[src/rtl/calc_top.sv]
// calc_top: four-function decimal keypad calculator with an eight-digit seven-segment display.
//
// Ports
//   clock     rising-edge system clock
//   reset     asynchronous, active-low reset
//   cmd       key code: 0-9 digit, 1010 add, 1011 sub, 1100 mul, 1101 clear, 1110 equals,
//             1111 backspace
//   displays  eight seven-segment digits (gfedcba, active-high), displays[0] least significant
//   status    00 ready, 01 busy (calculating), 10 error
//   EA        current FSM state
//   PE        next FSM state (combinational)
//
// Build option
//   CALC_BACKSPACE_EN  when defined, 1111 deletes the least-significant digit of the operand
//                      being entered; otherwise 1111 is ignored.
module calc_top (
  input  logic            clock,
  input  logic            reset,
  input  logic [3:0]      cmd,
  output logic [7:0][6:0] displays,
  output logic [1:0]      status,
  output logic [2:0]      EA,
  output logic [2:0]      PE
);

  typedef enum logic [2:0] {
    StWaitA  = 3'd0,
    StWaitB  = 3'd1,
    StCalc   = 3'd2,
    StResult = 3'd3,
    StError  = 3'd4
  } state_e;

  localparam logic [1:0]  OpAdd        = 2'd0;
  localparam logic [1:0]  OpSub        = 2'd1;
  localparam logic [1:0]  OpMul        = 2'd2;
  localparam logic [26:0] EightDigits  = 27'd10_000_000;
  localparam logic [26:0] MaxNegMag    = 27'd9_999_999;
  localparam logic [26:0] MaxPos       = 27'd99_999_999;
  localparam logic signed [29:0] AsMin = -30'sd9_999_999;
  localparam logic signed [29:0] AsMax = 30'sd99_999_999;
  // Multiplier operand is 27 bits wide, one bit consumed per cycle.
  localparam logic [4:0]  MulLastCycle = 5'd26;
  localparam logic [6:0]  SegMinus     = 7'b1000000;
  localparam logic [6:0]  SegE         = 7'b1111001;

  state_e             state_q, state_d;
  logic [3:0]         cmd_q;
  logic signed [27:0] a_q, a_d;       // A doubles as the result register
  logic [26:0]        b_q, b_d;
  logic [1:0]         op_q, op_d;
  logic               b_ent_q, b_ent_d; // a B digit has been entered
  logic [53:0]        mcand_q, mcand_d;
  logic [53:0]        prod_q, prod_d;
  logic [26:0]        mplier_q, mplier_d;
  logic [4:0]         cnt_q, cnt_d;

  // Key decode: a key acts only on the cycle it differs from the previous sample.
  logic       key_new, is_digit, is_op, is_clear, is_eq;
  logic [1:0] op_key;

  assign key_new  = (cmd != cmd_q);
  assign is_digit = key_new && (cmd <= 4'd9);
  assign is_op    = key_new && (cmd >= 4'd10) && (cmd <= 4'd12);
  assign is_clear = key_new && (cmd == 4'd13);
  assign is_eq    = key_new && (cmd == 4'd14);
  assign op_key   = cmd[1:0] ^ 2'b10;

  // Operand editing; A is never negative while it is being typed.
  logic [26:0] a_mag, opnd, opnd_app;
  logic        digit_ok;

  assign a_mag    = a_q[27] ? (~a_q[26:0] + 27'd1) : a_q[26:0];
  assign opnd     = (state_q == StWaitB) ? b_q : a_q[26:0];
  assign opnd_app = opnd * 27'd10 + {23'd0, cmd};
  assign digit_ok = (opnd < EightDigits) && !((cmd == 4'd0) && (opnd == '0));

`ifdef CALC_BACKSPACE_EN
  logic        is_bksp;
  logic [26:0] opnd_bs;
  assign is_bksp = key_new && (cmd == 4'd15);
  assign opnd_bs = opnd / 27'd10;
`endif

  // Add/sub complete in a single cycle.
  logic signed [29:0] as_res;
  logic               as_ok;

  assign as_res = (op_q == OpSub) ? ({{2{a_q[27]}}, a_q} - {3'b000, b_q})
                                  : ({{2{a_q[27]}}, a_q} + {3'b000, b_q});
  assign as_ok  = (as_res >= AsMin) && (as_res <= AsMax);

  // Shift-add multiply on |A| * B; sign restored at the end.
  logic [53:0] prod_nx;
  logic        mul_neg, mul_ok;
  logic [27:0] mul_val;

  assign prod_nx = prod_q + (mplier_q[0] ? mcand_q : '0);
  assign mul_neg = a_q[27] && (prod_nx != '0);
  assign mul_ok  = mul_neg ? (prod_nx <= {27'd0, MaxNegMag}) : (prod_nx <= {27'd0, MaxPos});
  assign mul_val = mul_neg ? (~{1'b0, prod_nx[26:0]} + 28'd1) : {1'b0, prod_nx[26:0]};

  logic        calc_done, calc_ok;
  logic [27:0] calc_val;

  assign calc_done = (op_q != OpMul) || (cnt_q == MulLastCycle);
  assign calc_ok   = (op_q == OpMul) ? mul_ok : as_ok;
  assign calc_val  = (op_q == OpMul) ? mul_val : as_res[27:0];

  always_comb begin
    state_d  = state_q;
    a_d      = a_q;
    b_d      = b_q;
    op_d     = op_q;
    b_ent_d  = b_ent_q;
    mcand_d  = mcand_q;
    prod_d   = prod_q;
    mplier_d = mplier_q;
    cnt_d    = cnt_q;

    if (is_clear && (state_q != StCalc)) begin
      a_d     = '0;
      b_d     = '0;
      op_d    = OpAdd;
      b_ent_d = 1'b0;
      state_d = StWaitA;
    end else begin
      case (state_q)
        StWaitA: begin
          if (is_digit) begin
            if (digit_ok) a_d = {1'b0, opnd_app};
          end else if (is_op) begin
            op_d    = op_key;
            b_d     = '0;
            b_ent_d = 1'b0;
            state_d = StWaitB;
          end
`ifdef CALC_BACKSPACE_EN
          else if (is_bksp) a_d = {1'b0, opnd_bs};
`endif
        end
        StWaitB: begin
          if (is_digit) begin
            if (digit_ok) begin
              b_d     = opnd_app;
              b_ent_d = 1'b1;
            end
          end else if (is_op) begin
            if (!b_ent_q) op_d = op_key;
          end else if (is_eq) begin
            mcand_d  = {27'd0, a_mag};
            mplier_d = b_q;
            prod_d   = '0;
            cnt_d    = '0;
            state_d  = StCalc;
          end
`ifdef CALC_BACKSPACE_EN
          else if (is_bksp) b_d = opnd_bs;
`endif
        end
        StCalc: begin
          if (op_q == OpMul) begin
            prod_d   = prod_nx;
            mcand_d  = mcand_q << 1;
            mplier_d = mplier_q >> 1;
            cnt_d    = cnt_q + 5'd1;
          end
          if (calc_done) begin
            if (calc_ok) begin
              a_d     = calc_val;
              b_d     = '0;
              b_ent_d = 1'b0;
              state_d = StResult;
            end else begin
              state_d = StError;
            end
          end
        end
        StResult: begin
          if (is_digit) begin
            a_d     = {24'd0, cmd};
            b_d     = '0;
            b_ent_d = 1'b0;
            state_d = StWaitA;
          end else if (is_op) begin
            op_d    = op_key;
            b_d     = '0;
            b_ent_d = 1'b0;
            state_d = StWaitB;
          end
        end
        StError: ;
        default: state_d = StWaitA;
      endcase
    end
  end

  always_ff @(posedge clock or negedge reset) begin
    if (!reset) begin
      state_q  <= StWaitA;
      cmd_q    <= 4'hF;
      a_q      <= '0;
      b_q      <= '0;
      op_q     <= OpAdd;
      b_ent_q  <= 1'b0;
      mcand_q  <= '0;
      prod_q   <= '0;
      mplier_q <= '0;
      cnt_q    <= '0;
    end else begin
      state_q  <= state_d;
      cmd_q    <= cmd;
      a_q      <= a_d;
      b_q      <= b_d;
      op_q     <= op_d;
      b_ent_q  <= b_ent_d;
      mcand_q  <= mcand_d;
      prod_q   <= prod_d;
      mplier_q <= mplier_d;
      cnt_q    <= cnt_d;
    end
  end

  assign EA = state_q;
  assign PE = state_d;

  always_comb begin
    status = 2'b00;
    if (state_q == StCalc)       status = 2'b01;
    else if (state_q == StError) status = 2'b10;
  end

  function automatic logic [6:0] seg_font(input logic [3:0] d);
    logic [6:0] s;
    case (d)
      4'd0:    s = 7'b0111111;
      4'd1:    s = 7'b0000110;
      4'd2:    s = 7'b1011011;
      4'd3:    s = 7'b1001111;
      4'd4:    s = 7'b1100110;
      4'd5:    s = 7'b1101101;
      4'd6:    s = 7'b1111101;
      4'd7:    s = 7'b0000111;
      4'd8:    s = 7'b1111111;
      4'd9:    s = 7'b1101111;
      default: s = 7'b0000000;
    endcase
    return s;
  endfunction

  // B is shown once its first digit arrives; CALC keeps showing whatever WAIT_B showed.
  logic        show_b, disp_neg, minus_done;
  logic [26:0] disp_rem;

  assign show_b   = b_ent_q && ((state_q == StWaitB) || (state_q == StCalc));
  assign disp_neg = !show_b && a_q[27];

  always_comb begin
    displays   = '0;
    minus_done = 1'b0;
    disp_rem   = show_b ? b_q : a_mag;
    if (state_q == StError) begin
      displays[0] = SegE;
    end else begin
      for (int i = 0; i < 8; i++) begin
        if ((i == 0) || (disp_rem != '0)) begin
          displays[i] = seg_font(4'(disp_rem % 27'd10));
        end else if (disp_neg && !minus_done) begin
          displays[i] = SegMinus;
          minus_done  = 1'b1;
        end
        disp_rem = disp_rem / 27'd10;
      end
    end
  end

endmodule

[config.mk]
export PLATFORM = sky130hd
export DESIGN_NAME = calc_top
export DESIGN_NICKNAME = d
export VERILOG_FILES = /design/src/rtl/calc_top.sv
export SDC_FILE = /design/constraint.sdc
export NUM_CORES = 1
export LEC_CHECK = 0
export ABC_AREA = 1
export CAP_MARGIN = 20
export CORE_MARGIN = 8
export CORE_UTILIZATION = 60
export DETAILED_ROUTE_END_ITERATION = 10
export HOLD_SLACK_MARGIN = 0.1
export PLACE_DENSITY = 0.78
export SLEW_MARGIN = 0
export SYNTH_ARGS = -nofsm -noshare
export SYNTH_HDL_FRONTEND = slang
export SYNTH_SLANG_ARGS = --single-unit
[constraint.sdc]
create_clock -name clock -period 17.9 [get_ports clock]
set_input_delay 3.58 -clock clock [delete_from_list [all_inputs] [get_ports clock]]
set_output_delay 3.58 -clock clock [all_outputs]
set_load 0.05 [all_outputs]
---- Yosys cells after proc, flatten, opt, wreduce, memory -nomap -nowiden ----
Memory sizes are Yosys's and may differ from the RTL's.
Index checks and enable logic that the tools add are counted.
operators by class
  add/subtract/negate cells ............... 7
  multiply operators ...................... 1
  divide/modulo/power cells ............... 15
  magnitude comparators ................... 8
  eq/ne operators ......................... 29
  shift operators ......................... 0
  mux-type cells .......................... 108
  bitwise operators ....................... 4
  reductions and logical operators ........ 50
operators with widths
  operator                                                              count
  2-to-1 mux 54 bit                                                     9
  2-to-1 mux 27 bit                                                     15
  2-to-1 mux 28 bit                                                     8
  modulo 27 x 4 -> 27 bit (second input constant)                       8
  one-hot mux 54 bit (2 select lines)                                   2
  divider 27 x 4 -> 27 bit (second input constant)                      7
  nonzero test 27 bit                                                   7
  one-hot mux 27 bit (4 select lines)                                   1
  2-to-1 mux 7 bit                                                      15
  one-hot mux 28 bit (3 select lines)                                   1
  adder 54 bit                                                          1
  less-or-equal comparator 54 x 24 -> 1 bit (second input constant)     1
  less-or-equal comparator 54 x 27 -> 1 bit (second input constant)     1
  one-hot mux 27 bit (2 select lines)                                   1
  nonzero test 54 bit                                                   1
  2-to-1 mux 49 bit                                                     1
  inequality test 3 bit (second input constant)                         11
  greater-or-equal comparator 30 x 25 -> 1 bit (second input constant)  1
  less-or-equal comparator 30 x 28 -> 1 bit (second input constant)     1
  2-to-1 mux 30 bit                                                     1
  adder 28 x 28 -> 29 bit                                               1
  2-to-1 mux 1 bit                                                      29
  subtractor 28 x 28 -> 29 bit                                          1
  adder 28 x 1 -> 28 bit (second input constant)                        1
  other kinds (40)                                                      97
storage, ports and cells
  bits in registers ....................... 205
  latch bits .............................. 0
  bits in writable memories ............... 0
  memory bits (read-only) ................. 896
  input port bits ......................... 6
  output and inout bits ................... 64
  logic and storage cells ................. 240
  memories ................................ 8
memory list
  name             depth  width  read ports  clocked after memory_dff  wr ports  RTL line  text
  (no name shown)  16     7      1           0                         0         235       case (d)
  (no name shown)  16     7      1           0                         0         235
  (no name shown)  16     7      1           0                         0         235
  (no name shown)  16     7      1           0                         0         235
  (no name shown)  16     7      1           0                         0         235
  (no name shown)  16     7      1           0                         0         235
  2 more memories  n/a    n/a    n/a         n/a                       n/a       n/a

---- Depth between registers and ports, before layout ----
Gate-level depths: netlist of the first run.
  word-level depth ........................ 39
  depth in mapped cells ................... 148
  gate-level depth less buffers ........... 148

---- Worst setup path before layout of the first run ----
No wires, ideal clock.
  path type ............................... register to output
  start point ............................. reg state_q[1] (netlist: EA[1])
  end point ............................... out displays[32] (netlist bit)
  data arrival time ....................... 13709 ps
  required time ........................... 14320 ps
  slack ................................... 611 ps
  stages on the path, launching flop included .. 124
  buffers on the path ..................... 1
  cell sequence ........................... dfrtp_1 > inv_1 > nor2_1 > nand2_1 > nand2_1 > nand2_1 > buf_2 > nand3_1 > nand2_2 > a21oi_1 > nand2_2 > nand2_4 > nand2_1 > nand2_2 > inv_2 > nand2_2 > nand3_1 > nand2_1 > [88 not listed] > nand3_1 > nand3_2 > xor2_1 > inv_1 > ha_1 > inv_1 > nand3_1 > nand3_1 > nor2_1 > nand4_1 > nand4_1 > nand4_1 > nand4_1 > nand2_1 > xor2_1 > ha_1 > nand2_1 > a2111oi_0
RTL lines
  element                   RTL line  text
  start: declaration        47        state_e state_q, state_d;
  start signal: assignment  200       state_q <= StWaitA;
  start signal: assignment  211       state_q <= state_d;
  end: declaration          20        output logic [7:0][6:0] displays,

==> metrics.txt, run 1 <==
run status=finished with violations; failing checks=setup timing; post-DP HPWL=61800 um; Final period util=100.3%; die extent in y=230.4 um; Hold-fix buffers, CTS=0; asr flop ratio synth=100.0%; drt via density=5.796; largest net degree at the start of global routing=85; nets=4849; CTS sink cnt=205; #FFs+latches synth=205; antenna cells=0; Slew Limit Fails=0; Setup Crit Path Kind=flop to primary output; non-filler instance count after layout=5269; Cell Area, Placed=29210 um2; PortBufs=69; layout cells sized above 1=20.35%; Worst Hold Class=flop to flop; Worst setup SP type=flop; Mapped Area=27570 um2; CTS root buffer=clkbuf_16; Netlist cell types=75; Pre-Repair DR Iteration Count=6; CTS tree=done; final antenna-violating net count=0; H-Tree Depth=1; clock transition at the registers of the reported paths=0.06 ns; Synth Instances=4526; ys flop type=dfrtp_1; CP Max Fanout=7; I/O pins=70; Hold Violations, Final=0; total global routing overflow=0; Synth area leader=dfrtp_1; Worst-Skew Late Latency=0.57 ns; Max Freq=0.05570 GHz; clk_skew=0.03058 ns; Rel. slew slack=15.92%; First DRT Iteration DRCs=2524; Initial Util=60.75%; CP endpoint kind=primary output; worst slack, placed=0.05909 ns; number of global-route vias before repair=27000; post-layout instance area=32640 um2; Final setup viols=8; syn_area_per_cell=6.091 um2; fillers=3847; Arr. time, crit path=14.37 ns; Crit path required time=14.32 ns; actual transition at the worst max-transition pin=1.248 ns; post-synth net total=4726; FF-to-FF path depth=41; Synth area leaders=dfrtp_1, nand2_1, ha_1; GRT Total Usage=28.82%; most used cell, CP=nand2_4; Std-Cell Core Area=45380 um2; die area=53060 um2; post-route setup slack=-0.05268 ns; most common cell in the synthesized netlist=nand2_1; Max Cap Viol=0; CTS Buf Count=26; Wirelength per Cell=16.11 um; slowest cell delay on critical path=0.46 ns; number of synthesized flops with an enable pin=0; Yosys warnings=0; GP Congestion=0.9874; commonest cells in the netlist=nand2_1, inv_1, nand3_1, o21ai_0, nor2_1; vias after detailed routing=30540; clk buf depth=3; first-pass GRT wire length=130300 um; placed insts=5123; Die Wd=230.4 um; Worst Hold Depth=2; post-synthesis sequential area ratio=18.63%; Post-Route WL=84870 um; Critical-path top delay cell=dfrtp_2; RSZ-0062 raised after global routing=true; Final Critical Period=17.95 ns; Synth top area share=18.25%; area grow syn2layout=18.40%; drt drc=0; Core Rows=78; antenna violations before repair=1
==> worst max-delay path, delay by kind of cell, from the launching register on <==
family,cells,cell delay [ns]
simple gates,97,10.04
fa+ha+maj,3,0.49
compound gates,5,1.35
buf+inv,14,1.04
xor+xnor,2,0.39
flops,1,0.46
==> routing by layer <==
metal | part of all wire, % | GRT usage (%)
met1 | 41 | 35.33
met2 | 48 | 50.25
met3 | 5.2 | 2.919
met4 | 6.2 | 13.94
met5 | 0.018 | 0
==> through the flow <==
| step | hold WS [ns] | utilization (%) | TNS (ns) |
|---|---|---|---|
| floorplan | 0.4534 | - | 0 |
| global placement | 0.4687 | 64.38 | 0 |
| detailed placement | 0.4740 | 64.38 | 0 |
| CTS | 0.4920 | 66.87 | 0 |
| global route | 0.5054 | 71.92 | -43.70 |
| finish | 0.4854 | 71.92 | -0.1837 |
==> registers in the layout, indices dropped and copies added, names as in the netlist <==
name / flops
EA: 3
a_q: 28
b_ent_q: 1
b_q: 27
cmd_q: 4
cnt_q: 5
mcand_q: 54
mplier_q: 27
op_q: 2
prod_q: 54
==> cell usage in the layout (no fill, tap or decap), drive strengths merged, types with 3 or more instances in the layout <==
| master | synthesis | routed |
|---|---|---|
| inv | 720 | 721 |
| a31oi | 37 | 37 |
| or2 | 31 | 31 |
| buf | 15 | 176 |
| xor2 | 165 | 165 |
| o31ai | 11 | 11 |
| ha | 190 | 190 |
| nand2 | 1315 | 1315 |
| a32oi | 4 | 4 |
| a22oi | 3 | 3 |
| o211ai | 32 | 32 |
| o21a | 3 | 3 |
| dfstp | 4 | 4 |
| nor3 | 43 | 43 |
| a21oi | 249 | 249 |
| clkdlybuf4s50 | 0 | 12 |
| o22ai | 58 | 58 |
| nor4 | 25 | 25 |
| dfrtp | 201 | 201 |
| nor2 | 341 | 341 |
| o32ai | 14 | 14 |
| xnor2 | 43 | 43 |
| a211oi | 5 | 5 |
| nand3b | 12 | 12 |
| o221ai | 6 | 6 |
| o22a | 3 | 3 |
| and2 | 7 | 7 |
| a2111oi | 6 | 6 |
| nand3 | 380 | 380 |
| clkinvlp | 0 | 4 |
| a41oi | 3 | 3 |
| clkbuf | 80 | 34 |
| nand4 | 55 | 55 |
| o21ai | 402 | 402 |
| fa | 4 | 4 |
| o21bai | 12 | 12 |
| bufinv | 0 | 3 |
| clkinv | 12 | 20 |
| a21o | 9 | 9 |
==> layout make-up <==
type / instances / area, um2 / share of cell area [%]
Clock buffer: 32 / 703.2 / 2.154
Multi-Input combinational cell: 3494 / 21040 / 64.47
Tap cell: 600 / 750.7 / 2.300
Clock inverter: 16 / 183.9 / 0.5635
Sequential cell: 205 / 5149 / 15.77
Inverter: 732 / 2799 / 8.575
Timing Repair Buffer: 190 / 2012 / 6.164
==> worst paths after layout <==
kind | startpoint | to | slack (ns)
max | a_q[12] | displays[55] | -0.05
min | mcand_q[53] | mcand_q[53] | 0.49
max reg2reg | mplier_q[0] | a_q[1] | 5.94
min reg2reg | mcand_q[53] | mcand_q[53] | 0.49
max in group asynchronous | reset | a_q[19] | 13.47
min in group asynchronous | reset | prod_q[11] | 3.02
==> logic make-up after synthesis <==
logic type | count (synthesis) | share of synthesized area (%)
AO/OA/AOI/OAI | 872 | 17.90
XOR/XNOR | 208 | 6.663
adder cells (fa/ha/maj) | 194 | 8.914
buffers and inverters | 827 | 11.29
flip-flops | 205 | 18.63
other | 1 | 0.01360
AND/OR/NAND/NOR | 2219 | 36.60
==> repair_timing <==
| item | CTS | global route |
|---|---|---|
| pin swaps | 30 | 153 |
| setup buffers | 13 | 86 |
| gates cloned | 0 | 0 |
| setup endpoints to repair | 44 | 56 |
| resized for setup | 38 | 431 |
Power of run 1 is not shown: default switching activity piles up to over one toggle a cycle in this logic, so the estimate is an artifact.
==> run 2, diff against run 1 <==
--- a/config.mk
+++ b/config.mk
@@ -7,11 +7,14 @@
 export LEC_CHECK = 0
 export ABC_AREA = 1
 export CAP_MARGIN = 20
+export CELL_PAD_IN_SITES_DETAIL_PLACEMENT = 2
+export CELL_PAD_IN_SITES_GLOBAL_PLACEMENT = 2
 export CORE_MARGIN = 8
-export CORE_UTILIZATION = 60
+export CORE_UTILIZATION = 35
 export DETAILED_ROUTE_END_ITERATION = 10
+export GPL_TIMING_DRIVEN = 0
 export HOLD_SLACK_MARGIN = 0.1
-export PLACE_DENSITY = 0.78
+export PLACE_DENSITY_LB_ADDON = 0.1
 export SLEW_MARGIN = 0
 export SYNTH_ARGS = -nofsm -noshare
 export SYNTH_HDL_FRONTEND = slang
==> run 2 against run 1 <==
Against the previous run: the flow finishes with violations (capacitance limit, slew limit, setup timing); global-route usage fell by 2.4 points; die area up 66%; via count up 13%; count of clock-buffer cells in the layout is 3 higher; critical endpoint is now displays[51]; non-clock buffer count up 241; critical path depth fell by 2.
==> metrics.txt, run 2 (synthesis results as in run 1) <==
GP Congestion=0.9228 (-6.5%); die extent in y=296.7 um (+29%); Initial Util=35.13% (-26 points); total global routing overflow=0 (unchanged); final antenna-violating net count=0 (unchanged); area grow syn2layout=28.66%; drt drc=0 (unchanged); slowest cell delay on critical path=0.57 ns (+0.11 ns); GRT Total Usage=26.40% (-2.4 points); min-delay src=prod_q[2]; I/O pins=70 (unchanged); Wirelength per Cell=26.57 um (+65%); antenna violations before repair=4 (+3); Hold EP=prod_q[2]; First DRT Iteration DRCs=1745 (-31%); clk_skew=0.03081 ns (+0.0002325 ns); most used cell, CP=nand2_4; Arr. time, crit path=16.79 ns (+2.42 ns); reg-to-reg critical path endpoint=a_q[21]; RSZ-0062 raised after global routing=true; crit path launch=a_q[3]; PortBufs=69 (unchanged); CP Max Fanout=8 (+1); post-route setup slack=-2.474 ns (-2.422 ns); R2R setup slack=5.66 ns (-0.28 ns); Pre-Repair DR Iteration Count=7 (+1); Critical-path top delay cell=nor2_1; leading cell type in the layout, fill and taps excluded=nand2_1; Post-Route WL=158500 um (+87%); Hold Violations, Final=0 (unchanged); antenna cells=0 (unchanged); clock transition at the registers of the reported paths=0.06 ns (about the same); Slew Limit Fails=7 (+7); FF-to-FF path depth=39 (-4.9%); Crit path required time=14.32 ns (about the same); Worst setup SP type=flop; post-DP HPWL=93890 um (+52%); worst slack, placed=-2.158 ns (-2.217 ns); Total Neg Setup Slack=-95.52 ns (-95.34 ns); nets=5093 (+5.0%); Final Critical Period=20.37 ns (+2.422 ns); Std-Cell Core Area=78480 um2 (+73%); actual transition at the worst max-transition pin=1.715 ns (+0.4665 ns); first-pass GRT wire length=187600 um (+44%); Setup Crit Path Kind=flop to primary output; Largest regs=mcand_q: 54 flops, prod_q: 54 flops, a_q: 28 flops; die area=88000 um2 (+66%); Worst-Skew Late Latency=0.62 ns (+0.05 ns); Max Cap Viol=3 (+3); layout cells sized above 1=25.76% (+5.4 points); fillers=9395 (+140%); reg2reg start=mplier_q[0]; Final period util=113.8% (+14 points); Final setup viols=56 (+48); largest net degree at the start of global routing=97 (+14%); CP endpoint kind=primary output; run status=finished with violations; Max Freq=0.04908 GHz (-12%); failing checks=capacitance limit, slew limit, setup timing; Die Wd=296.7 um (+29%); Worst Hold Depth=2 (unchanged); CTS Buf Count=28 (+7.7%); clk buf depth=3 (unchanged); CTS sink cnt=205 (unchanged); CTS tree=done; H-Tree Depth=1 (unchanged); number of global-route vias before repair=34120 (+26%); Core Rows=103 (+32%); Hold-fix buffers, CTS=0 (unchanged); CTS root buffer=clkbuf_16; vias after detailed routing=34620 (+13%); Rel. slew slack=-15.51% (-31 points); most frequent cells in the layout=nand2_1, inv_1, o21ai_0; drt via density=5.805 (+0.14%); Worst Hold Class=flop to flop
## run 2: worst max-delay path by stage
stage	endpoint	slack, ns	cells after the start
global route	displays[51]	-2.93	120
finish	displays[51]	-2.47	119
global placement	displays[9]	-2.50	119
CTS	displays[18]	0.00003	136
detailed placement	displays[16]	-2.16	125
floorplan	displays[32]	0.61	123
## run 2: repair_timing
action | CTS | global route
cloned | 0 | 1
pin swaps | 93 | 222
setup endpoints to repair | 56 | 56
resized for setup | 428 | 673
buffers inserted | 81 | 178
## run 2: final cells by class
| type | instances | area [um2] | share of cell area (%) |
|---|---|---|---|
| sequential | 205 | 5165 | 14.56 |
| tap | 1050 | 1314 | 3.704 |
| clock inverter | 17 | 216.5 | 0.6103 |
| clock buffer | 35 | 767.0 | 2.162 |
| timing repair buffer | 336 | 2795 | 7.881 |
| inverter | 732 | 2873 | 8.100 |
| buffer | 95 | 362.8 | 1.023 |
| multi-input combinational | 3495 | 21970 | 61.96 |
## run 2: per-layer routing
| metal | up-vias | global-route usage, % | share of wire, % |
|---|---|---|---|
| met5 | - | 0 | 0.0082 |
| met4 | 2 | 9.103 | 7.0 |
| met3 | 509 | 2.007 | 3.7 |
| met2 | 1007 | 49.37 | 52 |
| met1 | 17600 | 31.50 | 37 |
| li1 | 15510 | - | - |
## run 2: worst max-delay path, delay by kind of cell, from the launching register on
kind,cells,cell delay [ns]
adders and majority gates,1,0.16
DFF,1,0.46
AOI/OAI and AO/OA,5,0.99
buffers and inverters,20,2.24
and+or+nand+nor,93,12.20
## run 2: metrics by stage
step           cells  hold WS [ns]  area [um2]  util [%]
6_report        5965        0.4993       35470     45.19
5_1_grt         5965        0.5271       35470     45.19
4_1_cts         5784        0.4988       32030     40.82
3_5_place_dp    5651        0.4834       29660     37.80
3_3_place_gp    5645        0.4751       29570     37.68
2_1_floorplan   4526        0.4534       27570         -
Power of run 2 is left out for the same reason.
